`config.mk`:
```
export PLATFORM = sky130hd
export DESIGN_NAME = vga_rx
export DESIGN_NICKNAME = d
export VERILOG_FILES = /design/src/rtl/vga_rx.sv
export SDC_FILE = /design/constraint.sdc
export NUM_CORES = 1
export LEC_CHECK = 0
export CAP_MARGIN = 20
export CORE_MARGIN = 5
export CORE_UTILIZATION = 62
export CTS_BUF_LIST = sky130_fd_sc_hd__clkbuf_8
export CTS_CLUSTER_DIAMETER = 30
export DETAILED_ROUTE_END_ITERATION = 6
export PLACE_DENSITY = 0.88
export SLEW_MARGIN = 20
export SYNTH_ARGS = -nofsm -noshare
export SYNTH_HDL_FRONTEND = slang
export SYNTH_SLANG_ARGS = --single-unit
```
`constraint.sdc`:
```
create_clock -name clk_i -period 6.7 [get_ports clk_i]
set_input_delay 1.34 -clock clk_i [delete_from_list [all_inputs] [get_ports clk_i]]
set_output_delay 1.34 -clock clk_i [all_outputs]
set_load 0.01 [all_outputs]
```
`src/rtl/vga_rx.sv`:
```
// VGA timing receiver: recovers line/frame structure from HS/VS, locks onto a stable
// timing and emits active-area pixels with coordinates, SOF/EOL markers and measurements.
module vga_rx #(
   parameter int HSYNC_BITS  = 11,
   parameter int VSYNC_BITS  = 11,
   parameter int HD          = 1280,
   parameter int VD          = 1024,
   parameter int H_ACT_START = 360,
   parameter int V_ACT_START = 41
) (
   input  logic                  clk_i,
   input  logic                  arstn_i,
   input  logic                  VGA_HS_i,
   input  logic                  VGA_VS_i,
   input  logic [11:0]           RGB_i,
   output logic                  pix_valid_o,
   output logic [10:0]           pix_x_o,
   output logic [10:0]           pix_y_o,
   output logic [11:0]           pix_rgb_o,
   output logic                  sof_o,
   output logic                  eol_o,
   output logic                  locked_o,
   output logic [HSYNC_BITS-1:0] line_len_o,
   output logic [VSYNC_BITS-1:0] frame_lines_o
);

   localparam int H_END_I  = H_ACT_START + HD;
   localparam int H_LAST_I = H_END_I - 1;
   localparam int V_END_I  = V_ACT_START + VD;

   localparam logic [HSYNC_BITS-1:0] H_LO   = H_ACT_START[HSYNC_BITS-1:0];
   localparam logic [HSYNC_BITS-1:0] H_HI   = H_END_I[HSYNC_BITS-1:0];
   localparam logic [HSYNC_BITS-1:0] H_LAST = H_LAST_I[HSYNC_BITS-1:0];
   localparam logic [HSYNC_BITS-1:0] H_ONE  = {{(HSYNC_BITS-1){1'b0}}, 1'b1};
   localparam logic [VSYNC_BITS-1:0] V_LO   = V_ACT_START[VSYNC_BITS-1:0];
   localparam logic [VSYNC_BITS-1:0] V_HI   = V_END_I[VSYNC_BITS-1:0];
   localparam logic [VSYNC_BITS-1:0] V_ONE  = {{(VSYNC_BITS-1){1'b0}}, 1'b1};

   typedef enum logic [1:0] {S_SEARCH, S_CHECK, S_LOCKED} lockState_t;

   lockState_t              r_state;
   lockState_t              w_stateNext;
   logic                    r_hs, r_hsPrev, r_vs, r_vsPrev, r_vsPend;
   logic [11:0]             r_rgb;
   logic [HSYNC_BITS-1:0]   r_pos, r_refLen;
   logic                    r_refValid;
   logic [VSYNC_BITS-1:0]   r_line;

   logic                    w_hsFall, w_vsFall, w_frameStart, w_posSat, w_active, w_validNext;
   logic                    w_refLoad, w_refClear;
   logic [HSYNC_BITS-1:0]   w_posInc, w_pos, w_newLen, w_x;
   logic [VSYNC_BITS-1:0]   w_lineInc, w_line, w_newFrames, w_y;

   // Position and line of the sample currently held in r_hs/r_vs/r_rgb
   assign w_hsFall     = r_hsPrev & ~r_hs;
   assign w_vsFall     = r_vsPrev & ~r_vs;
   assign w_frameStart = w_hsFall & (r_vsPend | w_vsFall);
   assign w_posInc     = (r_pos == '1) ? r_pos : r_pos + H_ONE;
   assign w_pos        = w_hsFall ? '0 : w_posInc;
   assign w_posSat     = (w_pos == '1);
   assign w_lineInc    = (r_line == '1) ? r_line : r_line + V_ONE;
   assign w_line       = w_frameStart ? '0 : (w_hsFall ? w_lineInc : r_line);
   assign w_newLen     = r_pos + H_ONE;
   assign w_newFrames  = r_line + V_ONE;
   assign w_active     = (w_pos >= H_LO) && (w_pos < H_HI) && (w_line >= V_LO) && (w_line < V_HI);
   assign w_x          = w_pos - H_LO;
   assign w_y          = w_line - V_LO;
   assign w_validNext  = w_active && (w_stateNext == S_LOCKED);

   always_ff @(posedge clk_i or negedge arstn_i) begin
      if (!arstn_i) begin
         r_hs       <= 1'b0;
         r_hsPrev   <= 1'b0;
         r_vs       <= 1'b0;
         r_vsPrev   <= 1'b0;
         r_rgb      <= '0;
         r_pos      <= '0;
         r_line     <= '0;
         r_vsPend   <= 1'b0;
         r_refLen   <= '0;
         r_refValid <= 1'b0;
         r_state    <= S_SEARCH;
      end else begin
         r_hs     <= VGA_HS_i;
         r_hsPrev <= r_hs;
         r_vs     <= VGA_VS_i;
         r_vsPrev <= r_vs;
         r_rgb    <= RGB_i;
         r_pos    <= w_pos;
         r_line   <= w_line;
         r_state  <= w_stateNext;
         if (w_frameStart)
            r_vsPend <= 1'b0;
         else if (w_vsFall)
            r_vsPend <= 1'b1;
         if (w_refClear)
            r_refValid <= 1'b0;
         else if (w_refLoad) begin
            r_refLen   <= w_newLen;
            r_refValid <= 1'b1;
         end
      end
   end

   // The reference length is the length of line 0 of the frame under check
   always_comb begin
      w_stateNext = r_state;
      w_refLoad   = 1'b0;
      w_refClear  = 1'b0;
      case (r_state)
         S_SEARCH: begin
            if (w_frameStart) begin
               w_stateNext = S_CHECK;
               w_refClear  = 1'b1;
            end
         end
         S_CHECK: begin
            if (w_posSat)
               w_stateNext = S_SEARCH;
            else if (w_frameStart) begin
               if (r_refValid && (w_newLen == r_refLen) && (r_refLen >= H_HI) && (w_newFrames >= V_HI))
                  w_stateNext = S_LOCKED;
               else if (r_refValid && (w_newLen != r_refLen))
                  w_stateNext = S_SEARCH;
               else
                  w_refClear = 1'b1;
            end else if (w_hsFall) begin
               if (!r_refValid)
                  w_refLoad = 1'b1;
               else if (w_newLen != r_refLen)
                  w_stateNext = S_SEARCH;
            end
         end
         S_LOCKED: begin
            if (w_posSat || (w_hsFall && (w_newLen != r_refLen)) ||
                (w_frameStart && (w_newFrames != frame_lines_o)))
               w_stateNext = S_SEARCH;
         end
         default: w_stateNext = S_SEARCH;
      endcase
   end

   always_ff @(posedge clk_i or negedge arstn_i) begin
      if (!arstn_i) begin
         pix_valid_o   <= 1'b0;
         pix_x_o       <= '0;
         pix_y_o       <= '0;
         pix_rgb_o     <= '0;
         sof_o         <= 1'b0;
         eol_o         <= 1'b0;
         locked_o      <= 1'b0;
         line_len_o    <= '0;
         frame_lines_o <= '0;
      end else begin
         pix_valid_o <= w_validNext;
         sof_o       <= w_validNext && (w_pos == H_LO) && (w_line == V_LO);
         eol_o       <= w_validNext && (w_pos == H_LAST);
         locked_o    <= (w_stateNext == S_LOCKED);
         if (w_validNext) begin
            pix_x_o   <= 11'(w_x);
            pix_y_o   <= 11'(w_y);
            pix_rgb_o <= r_rgb;
         end
         if (w_hsFall)
            line_len_o <= w_newLen;
         if (w_frameStart)
            frame_lines_o <= w_newFrames;
      end
   end

endmodule
```
# == Yosys cells after proc, flatten, opt, wreduce, memory -nomap -nowiden ==
# Cells that the tools add are included.
# classes
n_addsub,4
magnitude_cmp,6
eq_ne,12
mux,30
n_bitwise,7
reduce_logical,19
# op_table
cell,count
11-bit 2-to-1 mux,5
11-bit == test (second input constant),4
11-bit by 1-bit adder with 11-bit output (second input constant),2
11-bit >= comparator (second input constant),2
11-bit < comparator (second input constant),2
11-bit != test,2
2-bit 2-to-1 mux,9
1-bit 2-to-1 mux,14
1-bit logical AND,13
11-bit == test,1
11-bit by 6-bit == test with 1-bit output (second input constant),1
11-bit by 9-bit == test with 1-bit output (second input constant),1
11-bit by 6-bit >= comparator with 1-bit output (second input constant),1
11-bit by 9-bit >= comparator with 1-bit output (second input constant),1
11-bit by 6-bit subtractor with 11-bit output (second input constant),1
11-bit by 9-bit subtractor with 11-bit output (second input constant),1
2-bit one-hot mux with 3 select lines,1
2-bit == test (second input constant),2
2-bit nonzero test,2
1-bit bitwise AND,3
1-bit inverter,3
2-bit by 1-bit == test with 1-bit output (second input constant),1
2-bit logical NOT,1
1-bit logical OR,2
other kinds (3),3
# word_totals
register_bits,113
input_bits,16
out_inout_bits,60
wordCells,98

# == Logic depth before layout (Yosys ltp) ==
# Gate-level depths: netlist of run 1.
# logic_depth
ltp_word,13
ltp_mapped,16
depth_no_buf,14

# == Worst setup path after synthesis of run 1 ==
# OpenSTA, ideal clock, no wires.
# synth_timing
kind,register to register
from,reg r_line[1]
to,reg pix_rgb_o[10]
setup_ns,0.125
arrival_ns,3.718
t_required_ns,6.575
path_slack_ns,2.857
stages_incl_launch_ff,17
n_path_buf,2
synth_period_minus_slack_ns,3.843
cell_sequence,dfrtp_1 -> ha_1 -> buf_4 -> nand2_2 -> nor4_4 -> nor2_2 -> xnor2_1 -> or2_2 -> inv_1 -> ha_1 -> nand3_1 -> a211oi_1 -> nor4b_2 -> nor3_1 -> a2111oi_4 -> buf_6 -> mux2_4
# synth_via
elab_cells_between_ends,21
classes_between,add/sub (1); order compare (3); eq/ne (3); mux (8); reduce/logical (6)
# synth_lines
element,line_no,source
start: declaration,47,logic [VSYNC_BITS-1:0] r_line;
start signal: assignment,90,r_line <= w_line;
11-bit == test (*),61,assign w_lineInc = (r_line == '1) ? r_line : r_line + V_ONE;
11-bit 2-to-1 mux (*),61,
11-bit 2-to-1 mux (*) (2 in a row),62,assign w_line = w_frameStart ? '0 : (w_hsFall ? w_lineInc : r_line);
via w_line[0],52,"logic [VSYNC_BITS-1:0] w_lineInc, w_line, w_newFrames, w_y;"
11-bit by 6-bit >= comparator with 1-bit output,65,assign w_active = (w_pos >= H_LO) && (w_pos < H_HI) && (w_line >= V_LO) && (w_line < V_HI);
1-bit logical AND,65,
1-bit logical AND (*),65,
1-bit logical AND (*),68,assign w_validNext = w_active && (w_stateNext == S_LOCKED);
end signal: assignment,162,pix_rgb_o <= r_rgb;
end: declaration,19,"output logic [11:0] pix_rgb_o,"
# The timed path passes the listed nets; every way through them passes the cells marked *.
# A chain may end at the register's enable or synchronous reset.

# == Worst setup path in the final report of run 1 ==
# layout_timing
from,reg r_line[0]
to,reg pix_rgb_o[5]
# layout_via
elab_cells_between_ends,21
classes_between,add/sub (1); order compare (3); eq/ne (3); mux (8); reduce/logical (6)
# layout_lines
element,line_no
11-bit by 1-bit adder with 11-bit output / 11-bit == test (equally long branches),61
11-bit 2-to-1 mux,61
11-bit 2-to-1 mux (*) (2 in a row),62
via w_line[0],52
11-bit by 6-bit >= comparator with 1-bit output,65
1-bit logical AND,65
1-bit logical AND (*),65
1-bit logical AND (*),68
# Marks and branches as above.

==> results of run 1 <==
==> critical path: stages (launching register included) <==
cell and delay (ps):
dfrtp_1 550, ha_1 370, nand2_2 180, nor4_4 500, nor2_2 160, xnor2_1 150, or2_2 310, inv_1 80
ha_1 150, nand3_1 80, a211oi_1 260, nor4b_2 280, nor3_1 120, a2111oi_4 790, buf_4 530, mux2_2 400
==> state kept, by name (all words and copies together), names as in the netlist, 11 cells and up <==
register,count
r_line,11
pix_y_o,11
pix_rgb_o,12
frame_lines_o,11
r_rgb,12
r_refLen,11
line_len_o,11
pix_x_o,11
r_pos,11
==> power groups by stage <==
| stage | clock network [mW] | logic, mW | registers [mW] |
|---|---|---|---|
| 2_1_floorplan | 0 | 0.283 | 0.799 |
| 3_3_place_gp | 0 | 0.374 | 0.817 |
| 3_5_place_dp | 0 | 0.390 | 0.824 |
| 4_1_cts | 0.648 | 0.394 | 0.811 |
| 5_1_grt | 0.682 | 0.440 | 0.823 |
| 6_report | 0.639 | 0.397 | 0.813 |
==> routing by layer <==
metal  global-route usage  vias up  wire length [um]
li1                     -     2206                 -
met1               0.3680     2265              6141
met2               0.3756      242              6338
met3              0.07697       36              1250
met4               0.1019        0               337
met5                    0        -                 0
==> worst max path at each step <==
stage	depth (start not counted)	end	slack, ps
after floorplan	16	pix_rgb_o[10]$_DFFE_PN0P_	2860
after global placement	15	pix_rgb_o[2]$_DFFE_PN0P_	2010
after detailed placement	15	pix_rgb_o[0]$_DFFE_PN0P_	1720
after CTS	15	pix_rgb_o[0]$_DFFE_PN0P_	1680
after global routing	15	pix_rgb_o[0]$_DFFE_PN0P_	1260
final	15	pix_rgb_o[5]$_DFFE_PN0P_	1660
==> final cells by class <==
cell class	instances	area share
clock inverters	15	0.02264
flip-flops and latches	113	0.3937
multi-input cells	420	0.4081
well taps	133	0.02317
repair buffers	80	0.1094
clock buffers	17	0.03257
inverters	20	0.01045
==> kinds of logic after synthesis <==
group,count (synthesis),share of synthesized area
xor gates and xnor gates,50,0.07689
muxes,45,0.09425
AOI/OAI and AO/OA,104,0.1153
and+or+nand+nor,214,0.1833
adders and majority gates,7,0.01447
DFF,113,0.4671
buffers and inverters,61,0.04857
==> cell usage in the layout, fill, tap and decap left out, drive strengths merged, types with 7 or more instances in the layout <==
cell type,n
mux2i,9
nor2,30
inv,21
o21ai,41
clkbuf,17
xor2,17
nand2b,8
nand2,72
and3,7
xnor2,31
clkdlybuf4s50,74
nand4,10
ha,7
and2,8
mux2,36
nand3,23
nor2b,7
nor4,8
a21oi,17
nor3,19
dfrtp,113
==> results.cfg, run 1 <==
[run_status]
outcome = complete, no violations

[synthesis]
syn_inst = 594
synthFlopType = dfrtp_1
yosysSeqAreaShare = 0.4671
ys_async_sr_fraction = 1.000
ys_seq_elements = 113
ys_warn_count = 0
synth_nets = 617
syn_area_um2 = 6053
synth_area_leaders = dfrtp_1, mux2_4, xnor2_1
synth.most_common_cell = dfrtp_1
synth-edff-count = 0
avgSynthCellArea_um2 = 10.19
synth_top_area_cell = dfrtp_1
synth_cell_types = 65
synth_top_area_frac = 0.4671
synthTopCellsByCount = dfrtp_1, nand2_1, o21ai_0, xnor2_1, nor2_1

[power]
combPwrFrac = 0.215
switchingPower_mw = 0.6070
power_density_nw_per_um2 = 257.5
power.share.clock = 0.345
finalPower_mw = 1.849
power_leakage_nw = 3.070
switching_share = 0.3282
p_int_mw = 1.242
peakVddDrop_v = 0.0002010
pwr-share-seq = 0.440

[detailed_routing]
drt_iter0_markers = 390
via_per_inst = 5.951
first_pass_iters = 6
finalWirelength_mm = 14.07
num_vias = 4749
ant_nets = 0
drc = 0
wl_per_cell_um = 17.63

[cells_and_area]
fill_cells = 678
drive_above_1_share = 0.1293
seqCellArea_um2 = 2828
syn_to_final_growth_pct = 18.66
nNetsFinal = 675
multi_input_area_um2 = 2932
final_area_um2 = 7183
antenna_cells = 0
finalNonFillerCells = 798
fin_util = 0.7452

[cts]
clockBufferDepth = 2
cts_resized = 0
htreeDepth = 4
clk_pin_slew_ps = 80
insertion_delay_ps = 440
cts_hold_buf = 0
root_buffer = clkbuf_8
numCtsBuffers = 17
cts_sinks = 113
cts_tree = yes
post_cts_buffers = 0

[critical_path]
crit_path_end_kind = register
startpoint = r_line[0]$_DFF_PN0_
worstPathRequired_ps = 7020
ff2ff_setup_slack_ps = 1660
r2r_end = pix_rgb_o[5]$_DFFE_PN0P_
cp-start-kind = register
r2r_start = r_line[0]$_DFF_PN0_
crit_fanout = 29
worst_ep_arrival_time_ps = 5360
r2r_cells = 15
crit_type = register to register

[timing]
timing.slew.headroom = 0.4552
fmax_mhz = 198.4
rsz0062_at_grt = false
worst_slack_ps = 1661
setup_viol = 0
slew_violations = 0
timing.final.crit_share = 0.7521
fin_crit_ps = 5039
hold_ws_ps = 399.4
tns_ps = 0
skew_ps = 11.68
worstMarginPinSlew_ps = 817.1
finalHoldViolCount = 0

[grt]
grt_max_degree = 66
overflow = 0
grt_pass1_wl_mm = 23.81
antenna_found_initial = 0
grt.total_usage = 0.2591
first_global_vias = 4716

[min_path]
min_from = r_vs$_DFF_PN0_
hold_class = register to register
hold_path_end = r_vsPrev$_DFF_PN0_
min_delay_path_depth = 0

[flow_run]
cap_violations = 0

[die]
die_area_um2 = 11840
io_pins = 76
rows = 36
core_area_um2 = 9639
start_util = 0.6280
die_w_um = 108.8
die_y_um = 108.8

[placed_design]
place.gp.congestion = 0.8676
hpwlAfterDp_mm = 9.674
post-place-ws_ps = 1718
portBuffers = 75
placedCellCount = 766
place_area_um2 = 6787
No activity file was read; power rests on OpenSTA's default activity.
==> run 2, diff against run 1 <==
--- a/config.mk
+++ b/config.mk
@@ -7,11 +7,11 @@
 export LEC_CHECK = 0
 export CAP_MARGIN = 20
 export CORE_MARGIN = 5
-export CORE_UTILIZATION = 62
+export CORE_UTILIZATION = 58
 export CTS_BUF_LIST = sky130_fd_sc_hd__clkbuf_8
 export CTS_CLUSTER_DIAMETER = 30
 export DETAILED_ROUTE_END_ITERATION = 6
-export PLACE_DENSITY = 0.88
+export PLACE_DENSITY = 0.83
 export SLEW_MARGIN = 20
 export SYNTH_ARGS = -nofsm -noshare
 export SYNTH_HDL_FRONTEND = slang
==> constraint.sdc (replaced) <==
create_clock -name clk_i -period 4.77 [get_ports clk_i]
set_input_delay 0.954 -clock clk_i [delete_from_list [all_inputs] [get_ports clk_i]]
set_output_delay 0.954 -clock clk_i [all_outputs]
set_load 0.01 [all_outputs]
==> results.cfg, run 2 (synthesis gave the netlist of run 1 again) <==
[critical_path]
worstPathRequired_ps = 5090
cp-start-kind = register
path_cells = ha_1 > nand2_2 > nor4_4 > nor2_2 > xnor2_1 > or2_2 > inv_1 > ha_1 > nand3_1 > a211oi_1 > nor4b_2 > nor3_1 > a2111oi_4 > buf_12 > mux2_2
critical_path_buf_inv_count = 2
crit_top_cell = ha_1
crit_fanout = 31
ff2ff_setup_slack_ps = 450
path_delay_family = simple AND/OR/NAND/NOR gates
crit_path_end_kind = register
worst_ep_arrival_time_ps = 4640
critPathMaxStageDelay_ps = 540
crit_type = register to register
crit_slowest_cell = dfrtp_1

[cts]
clockBufferDepth = 2
post_cts_buffers = 0
root_buffer = clkbuf_8
insertion_delay_ps = 440
cts_hold_buf = 0
cts_resized = 0
htreeDepth = 4
clk_pin_slew_ps = 70
cts_sinks = 113
numCtsBuffers = 17
cts_tree = yes

[cells_and_area]
nNetsFinal = 678
finalNonFillerCells = 804
fin_util = 0.7080
fill_cells = 718
drive_above_1_share = 0.1317
mostFrequentLayoutCell = dfrtp_1
syn_to_final_growth_pct = 19.66
reg_top3 = pix_rgb_o: 12 flops, r_rgb: 12 flops
final_cell_mix = dfrtp_1, clkdlybuf4s50_1, nand2_1, o21ai_0, xnor2_1
antenna_cells = 0

[power]
power_density_nw_per_um2 = 363.0
power_leakage_nw = 3.123
switchingPower_mw = 0.7995
p_int_mw = 1.830
power.share.clock = 0.359
switching_share = 0.3041
pwr-share-seq = 0.433
peakVddDrop_v = 0.0002104
combPwrFrac = 0.208

[detailed_routing]
drt_iter0_markers = 373
first_pass_iters = 5
ant_nets = 0
via_per_inst = 5.801
wl_met3_um = 984
drc = 0
num_vias = 4664
drt-met1-wl_mm = 6.279
finalWirelength_mm = 13.59
dr_wl_met2_mm = 6.098
wl_per_cell_um = 16.90
highest-signal-layer = met4

[grt]
overflow = 0
grt.total_usage = 0.2211
first_global_vias = 4573
antenna_found_initial = 0
grt_max_degree = 90
grt_pass1_wl_mm = 22.71

[timing]
timing.slew.headroom = 0.4128
hold_ws_ps = 388.8
fin_crit_ps = 4320
fmax_mhz = 231.5
skew_ps = 7.268
finalHoldViolCount = 0
setup_viol = 0
slew_violations = 0
timing.final.crit_share = 0.9057
tns_ps = 0
worstMarginPinSlew_ps = 871.6
rsz0062_at_grt = false

[placed_design]
placedCellCount = 772
portBuffers = 75
place.gp.congestion = 0.8953
hpwlAfterDp_mm = 9.473

[min_path]
hold_class = register to register

[die]
die_area_um2 = 12580
start_util = 0.5917
die_w_um = 112.2
io_pins = 76
die_y_um = 112.2
rows = 37
core_area_um2 = 10230

[run_status]
outcome = complete, no violations

[flow_run]
cap_violations = 0
[run 2: cell types whose count changed in the layout (fill, tap and decap cells not counted), sizes merged]
cell      before  now
clkinvlp       6    2
bufinv         2    3
buf            6    9
clkbuf        17   20
[run 2: final cells by class]
cell class / count / area, um2 / share of cell area
clock inverter: 12 / 138.9 / 0.01917
sequential: 113 / 2828 / 0.3904
tap: 136 / 170.2 / 0.02349
inverter: 20 / 75.07 / 0.01036
multi-input combinational: 420 / 2932 / 0.4047
clock buffer: 20 / 275.3 / 0.03800
timing repair buffer: 83 / 824.5 / 0.1138
[run 2: path summary, 6_finish.rpt]
path	startpoint	to	cells past startpoint
max	r_line[0]$_DFF_PN0_	pix_rgb_o[5]$_DFFE_PN0P_	15
min in group asynchronous	arstn_i	pix_x_o[2]$_DFFE_PN0P_	1
min	r_vs$_DFF_PN0_	r_vsPrev$_DFF_PN0_	0
max reg2reg	r_line[0]$_DFF_PN0_	pix_rgb_o[5]$_DFFE_PN0P_	15
max in group asynchronous	arstn_i	r_pos[1]$_DFF_PN0_	2
min reg2reg	r_vs$_DFF_PN0_	r_vsPrev$_DFF_PN0_	0
[run 2: routing by layer]
metal | track usage | up-vias
li1 | - | 2208
met1 | 0.3115 | 2248
met2 | 0.3309 | 182
met3 | 0.06469 | 26
met5 | 0 | -
met4 | 0.07292 | 0
[run 2: per-stage QoR]
stage	setup WS [ps]	power, mW	instance area [um2]
final	450.0	2.629	7243
after CTS	464.9	2.630	7239
after global routing	167.9	2.762	7243
after global placement	676.1	1.678	6825
after floorplan	927.1	1.520	6053
after detailed placement	520.4	1.696	6825
[run 2: power groups by stage]
stage | sequential, mW | clock [mW] | combinational [mW]
3_3_place_gp | 1.15 | 0 | 0.528
4_1_cts | 1.14 | 0.947 | 0.545
6_report | 1.14 | 0.943 | 0.547
2_1_floorplan | 1.12 | 0 | 0.398
3_5_place_dp | 1.16 | 0 | 0.539
5_1_grt | 1.16 | 0.995 | 0.611
==> run 3, diff against run 2 <==
--- a/config.mk
+++ b/config.mk
@@ -12,6 +12,7 @@
 export CTS_CLUSTER_DIAMETER = 30
 export DETAILED_ROUTE_END_ITERATION = 6
 export PLACE_DENSITY = 0.83
+export SETUP_SLACK_MARGIN = 0.05
 export SLEW_MARGIN = 20
 export SYNTH_ARGS = -nofsm -noshare
 export SYNTH_HDL_FRONTEND = slang
==> results of run 3 <==
Final layout, timing and power as in run 2 (identical DEF).
